File: config.mk
export PLATFORM = sky130hd
export DESIGN_NAME = operand_loader
export DESIGN_NICKNAME = d
export VERILOG_FILES = /design/src/rtl/operand_loader_pkg.sv /design/src/rtl/operand_loader_addr_counter.sv /design/src/rtl/operand_loader.sv
export SDC_FILE = /design/constraint.sdc
export NUM_CORES = 1
export LEC_CHECK = 0
export BUFFER_PORTS_ARGS = -buffer_cell sky130_fd_sc_hd__buf_2
export CAP_MARGIN = 10
export CORE_MARGIN = 5
export CORE_UTILIZATION = 39
export CTS_CLUSTER_SIZE = 24
export DETAILED_ROUTE_END_ITERATION = 8
export PLACE_DENSITY = 0.77
export SYNTH_ARGS = -nofsm -noshare
export SYNTH_HDL_FRONTEND = slang
export SYNTH_SLANG_ARGS = --single-unit
File: constraint.sdc
create_clock -name clk -period 1.9 [get_ports clk]
set_clock_uncertainty 0.1 [all_clocks]
set_input_delay 0.285 -clock clk [delete_from_list [all_inputs] [get_ports clk]]
set_output_delay 0.285 -clock clk [all_outputs]
set_load 0.02 [all_outputs]
File: src/rtl/operand_loader_pkg.sv
// Shared types and constants for the operand loader and its address counter.
package operand_loader_pkg;

    typedef enum logic [2:0] {
        IDLE  = 3'd0,
        RECV  = 3'd1,
        START = 3'd2,
        WAIT  = 3'd3,
        FIN   = 3'd4
    } state_e;

    localparam int unsigned NUM_PAIRS_DEF = 8;
    localparam int unsigned LAST_IDX      = 2 * NUM_PAIRS_DEF - 1;

    // Index of the final word of a batch for a given pair count.
    function automatic int unsigned last_idx(input int unsigned num_pairs);
        return 2 * num_pairs - 1;
    endfunction

endpackage

File: src/rtl/operand_loader_addr_counter.sv
// Clear/increment counter with a terminal-count flag at LAST.
module loader_addr_counter #(
    parameter int unsigned W    = 5,
    parameter int unsigned LAST = 15
) (
    input  logic         clk,
    input  logic         rst,
    input  logic         clr,
    input  logic         inc,
    output logic [W-1:0] cnt,
    output logic         tc_c
);

    logic [W-1:0] cnt_q;
    logic [W-1:0] cnt_d;

    // Clear wins over increment.
    always_comb begin
        cnt_d = cnt_q;
        if (clr) begin
            cnt_d = '0;
        end else if (inc) begin
            cnt_d = cnt_q + W'(1);
        end
    end

    always_ff @(posedge clk or posedge rst) begin
        if (rst) begin
            cnt_q <= '0;
        end else begin
            cnt_q <= cnt_d;
        end
    end

    assign cnt  = cnt_q;
    assign tc_c = (cnt_q == W'(LAST));

endmodule

File: src/rtl/operand_loader.sv
// Streams operand words into the engine input memory as A/B pairs, then
// kicks the engine with a one-cycle start and waits for its completion.
module operand_loader
    import operand_loader_pkg::*;
#(
    parameter int unsigned DATA_W    = 16,
    parameter int unsigned NUM_PAIRS = 8,
    parameter int unsigned ADDR_W    = 4
) (
    input  logic              clk,
    input  logic              rst,
    input  logic              s_valid,
    input  logic [DATA_W-1:0] s_data,
    output logic              s_ready,
    output logic              mem_we,
    output logic [ADDR_W-1:0] mem_addr,
    output logic [DATA_W-1:0] mem_wdata,
    output logic              calc_start,
    input  logic              calc_done,
    output logic              busy,
    output logic              done,
    output logic [ADDR_W:0]   word_cnt
);

    localparam int unsigned CNT_W     = ADDR_W + 1;
    localparam int unsigned LAST_WORD = last_idx(NUM_PAIRS);

    state_e state_q, state_d;
    logic   s_ready_q, s_ready_d;
    logic   busy_q, busy_d;
    logic   done_q, done_d;
    logic   calc_start_q, calc_start_d;

    logic             accept_c;
    logic             cnt_clr;
    logic             cnt_inc;
    logic             cnt_tc_c;
    logic [CNT_W-1:0] cnt;

    assign accept_c = s_valid & s_ready_q;

    loader_addr_counter #(
        .W    (CNT_W),
        .LAST (LAST_WORD)
    ) u_cnt (
        .clk  (clk),
        .rst  (rst),
        .clr  (cnt_clr),
        .inc  (cnt_inc),
        .cnt  (cnt),
        .tc_c (cnt_tc_c)
    );

    // Next state, counter control, and Moore outputs decoded from the next state
    // so the registered outputs line up with the state register.
    always_comb begin
        state_d      = state_q;
        cnt_clr      = 1'b0;
        cnt_inc      = 1'b0;
        case (state_q)
            IDLE: begin
                if (accept_c) begin
                    cnt_inc = 1'b1;
                    state_d = RECV;
                end
            end
            RECV: begin
                if (accept_c) begin
                    if (cnt_tc_c) begin
                        cnt_clr = 1'b1;
                        state_d = START;
                    end else begin
                        cnt_inc = 1'b1;
                    end
                end
            end
            START:   state_d = WAIT;
            WAIT:    if (calc_done) state_d = FIN;
            FIN:     state_d = IDLE;
            default: state_d = IDLE;
        endcase

        s_ready_d    = (state_d == IDLE) || (state_d == RECV);
        busy_d       = (state_d != IDLE);
        done_d       = (state_d == FIN);
        calc_start_d = (state_d == START);
    end

    always_ff @(posedge clk or posedge rst) begin
        if (rst) begin
            state_q      <= IDLE;
            s_ready_q    <= 1'b0;
            busy_q       <= 1'b0;
            done_q       <= 1'b0;
            calc_start_q <= 1'b0;
        end else begin
            state_q      <= state_d;
            s_ready_q    <= s_ready_d;
            busy_q       <= busy_d;
            done_q       <= done_d;
            calc_start_q <= calc_start_d;
        end
    end

    // Memory samples on the accepting edge, so the write port is combinational.
    assign mem_we     = accept_c;
    assign mem_addr   = cnt[ADDR_W-1:0];
    assign mem_wdata  = s_data;

    assign s_ready    = s_ready_q;
    assign busy       = busy_q;
    assign done       = done_q;
    assign calc_start = calc_start_q;
    assign word_cnt   = cnt;

endmodule

# Word level (Yosys, flattened, before mapping)

Index checks and enable logic that the tools add are counted.
Widths: inputs -> output; s select.

Bits in registers: 12
Input bits: 20
Output and inout port bits: 30
Logic and storage cells: 34

Add/sub/neg operators: 1
Equal/unequal tests: 7
Multiplexer cells: 14
Bitwise logic cells: 1
Reduce and logical (&&, ||, !) cells: 5

Operators by type and width:

| operator            | number |
|---|---|
| $mux 3              | 4 |
| $pmux 3 s4          | 1 |
| $mux 5              | 2 |
| $eq 3x2->1 const B  | 3 |
| $eq 3x1->1 const B  | 2 |
| $logic_not 3->1     | 2 |
| $mux 1              | 6 |
| $add 5x1->5 const B | 1 |
| $eq 5x4->1 const B  | 1 |
| $eq 3x3->1 const B  | 1 |
| $reduce_bool 3->1   | 1 |
| $pmux 1 s2          | 1 |
| $reduce_bool 2->1   | 1 |
| $and 1x1->1         | 1 |
| $logic_or 1x1->1    | 1 |

# Logic depth before layout (Yosys ltp)

Word-level depth: 6
Gate-level depth with buffers: 6
Depth with buffers taken out: 6

# Cells and area by module

From an unflattened synthesis, not the netlist that was laid out.

Cells, all modules: 71
Area total of the unflattened synthesis: 739.5 um^2

Modules (own cells, without submodules):

| module              | instances | cells each | area each (um^2) | sequential area each (um^2) |
|---|---|---|---|---|
| operand_loader      | 1         | 47         | 456.7            | 175.2 |
| loader_addr_counter | 1         | 24         | 282.8            | 125.1 |

# Worst setup path before layout

No wires, ideal clock.

Path kind: register to register
Start point: register u_cnt.cnt_q[0], in the netlist u_cnt.cnt[0]
End point: register state_q[1]
Setup time: 0.077 ns
Arrival time: 1.632 ns
Required time: 1.723 ns
Path slack: 0.091 ns
Cell stages (with the launch flop): 7
Buffers on the path: 0
Clock period less this slack: 1.809 ns
Cell sequence: dfrtp_1 > ha_1 > and3_1 > ha_1 > nand2_2 > or3_1 > a21oi_1

Longest elaborated chain between the ends: 4

RTL lines:

| item                   | line                              | RTL |
|---|---|---|
| from (decl)            | operand_loader_addr_counter.sv:14 | `logic [W-1:0] cnt_q;` |
| from (signal assigned) | operand_loader_addr_counter.sv:31 | `cnt_q <= cnt_d;` |
| $eq 5x4->1             | operand_loader_addr_counter.sv:36 | `assign tc_c = (cnt_q == W'(LAST));` |
| $mux 3                 | operand_loader.sv:69              | `if (cnt_tc_c) begin` |
| $mux 3                 | operand_loader.sv:68              | `if (accept_c) begin` |
| $pmux 3 s4             | operand_loader.sv:60              | `case (state_q)` |
| net state_d[1]         | operand_loader.sv:28              | `state_e state_q, state_d;` |
| to (signal assigned)   | operand_loader.sv:97              | `state_q <= state_d;` |
| to (decl)              | operand_loader.sv:28              |  |

The timed path passes the listed nets, and every way through them passes these cells.
A chain may end at the register's enable or synchronous reset.

# Final worst setup path

Start point: register u_cnt.cnt_q[1], in the netlist u_cnt.cnt[1]
End point: register state_q[1]

The elaborated chain is that of the path after synthesis.

==> qor.csv <==
metric;value;unit
status;complete, no violations;
Root Buffer;clkbuf_4;
Req. time, crit path;2.00;ns
critical-path maximum fanout;6;
IO buf count;17;
WL final;1290;µm
clk_lat worst skew;0.27;ns
area leader, netlist;dfrtp_1;
Yosys cell types;22;
vias in the first global route;448;
initial DRC count;5;
final period utilization;92.5;%
average cell area after synthesis;9.49;µm²
Final Wtd Congestion;0.765;
core area;0.00173;mm²
Fill cells;186;
number of vias per cell;4.83;
Setup TNS;0;ns
YS warnings;0;
fin nets;100;
proportion of layout cells with a drive suffix above 1;34.2;%
final count of negative-setup-slack endpoints;0;
ANT cells;0;
DRC Markers;0;
Critical Path Sink;state_q[1];
worst-path cell chain;ha_1 -> and3_1 -> ha_1 -> nand2_2 -> or3_1 -> a21oi_1;
fin cells;101;
sequential area share after synthesis;42.8;%
flop2flop setup slack;0.14;ns
CTS tree;built;
initial core utilization;40.7;%
CTS buffer count;3;
Final Max Slew Viols;0;
MaxCap Viol Count;0;
Least-Margin Pin Slew;0.468;ns
post-layout min period;1.76;ns
worst hold slack;0.209;ns
DR WL/cell;12.8;µm
number of synthesized register bits;12;
Chip Height;52.4;µm
Syn Nets;96;
CP Launch Point;u_cnt.cnt[1];
Clock Pin Slew Worst Setup and Hold Paths;0.07;ns
Min-Delay Path Class;in2reg;
critical path endpoint category;register;
fmax;0.569;GHz
total global routing overflow;0;
synthesized instance count;74;
IO Count;50;
die width;52.4;µm
largest cells by area after synthesis;dfrtp_1, buf_4, o21ai_1;
final hold violations;0;
# placed instances;97;
Post-Place Cell Area;678;µm²
Die Area;0.00275;mm²
crit path kind;reg2reg;
total power per unit cell area;1430;mW/mm²
worst reg2reg path depth;6;
Area Growth Syn to Fin;1.43;%
RR Endpoint;state_q[1];
overall power;1.02;mW
# rows;15;
global-route wire length before repair;1900;µm
router iterations before antenna repair;4;
Post-CTS Setup Repair Bufs;0;
Clock Sinks;12;
most numerous cell on the critical path;ha_1;
Critical Path Max Stage Delay;0.41;ns
Worst IR Drop VDD;0.479;mV
CP Data Arrival Time;1.85;ns
final instance area;712;µm²
Tot GR Track Use;9.43;%
Via Count;488;
Worst setup SP type;register;
Bufs on Longest Clock Path;2;
FF-to-FF Start;u_cnt.cnt[1];
Leak;0.345;nW
top-area cell type share of the netlist area;42.8;%
initial antenna violation count;0;
RSZ-0062 raised after global routing;false;
synthesized area;702;µm²
H-tree levels;1;
Crit-path slowest cell;dfrtp_2;
Worst slew margin;68.8;%
antenna-violating nets left;0;
largest net degree at the start of global routing;13;
logic make-up after synthesis:
group / after synthesis / share of synthesized area [%]
AND/OR/NAND/NOR: 22 / 17.6
buffers and inverters: 24 / 23.7
flip-flops: 12 / 42.8
AO/OA/AOI/OAI: 14 / 12.3
adder cells (fa/ha/maj): 2 / 3.56
worst min path at each step:
stage	to	from	cells after the start
2_1_floorplan	busy	rst	1
3_3_place_gp	calc_start	rst	2
3_5_place_dp	calc_start	rst	2
4_1_cts	state_q[0]	calc_done	4
5_1_grt	done	calc_done	3
6_report	state_q[0]	calc_done	4
worst max-delay path: cells and delay by family, from the launching register on:
kind	cells	cell delay, ns
flip-flops	1	0.41
adder cells (fa/ha/maj)	2	0.41
AO/OA/AOI/OAI	1	0.14
AND/OR/NAND/NOR	3	0.62
layer usage:
layer	part of all wire (%)	track usage, %
met2	43	15.1
met4	1.7	6.38
met5	0	0
met1	43	9.93
met3	12	3.99
final cells by class:
type                            instances  area (µm²)  share of cell area [%]
Sequential cell                        12         302                    42.4
Tap cell                               25        31.3                    4.39
Timing Repair Buffer                   20         110                    15.5
Inverter                                3        11.3                    1.58
Clock buffer                            3        22.5                    3.16
Multi-Input combinational cell         38         235                    33.0
placed cells by master (no fill, tap or decap), drive strengths merged:
master,Yosys,routed
nand2b,4,4
buf,21,19
clkbuf,0,3
dfrtp,12,12
and3,1,1
nand3,1,1
dlygate4sd3,0,1
nand2,9,9
inv,3,3
a32oi,1,1
o21ai,7,7
o31ai,1,1
a21boi,1,1
nor3b,2,2
nand4bb,1,1
a21oi,3,3
ha,2,2
o21bai,1,1
or3,1,1
nor2,3,3
flip-flops by register name, summed over array words and instances, names as in the netlist:
signal      count
state_q         3
busy            1
done            1
s_ready         1
calc_start      1
u_cnt.cnt       5
per-stage QoR:
stage,utilization (%),worst slack [ns]
global placement,39.3,0.196
CTS,41.2,0.0868
global route,41.2,0.0451
detailed placement,39.3,0.103
floorplan,-,0.0909
finish,41.2,0.143
Yosys cell counts:
library cell,instances
nand4bb_1,1
nor3b_1,2
a21oi_1,3
a32oi_1,1
and3_1,1
nand2_2,1
o21bai_1,1
nand3_1,1
nand2b_4,1
o21ai_1,6
dfrtp_1,12
buf_4,20
o21ai_0,1
nand2_1,8
buf_2,1
a21boi_1,1
o31ai_2,1
ha_1,2
or3_1,1
nor2_1,3
nand2b_1,3
inv_1,3
timing repair:
action	in CTS	in global routing
endpoints found under the hold margin	12	0
hold buffers	1	0
setup endpoints to repair	0	1
resized for setup	0	1
power breakdown:
part | switching (mW) | leakage, nW | total (mW) | internal [mW]
registers | 0.0795 | 0.144 | 0.407 | 0.327
logic | 0.283 | 0.187 | 0.462 | 0.179
clock network | 0.0776 | 0.0138 | 0.151 | 0.0732
No activity file was read; power rests on OpenSTA's default activity.
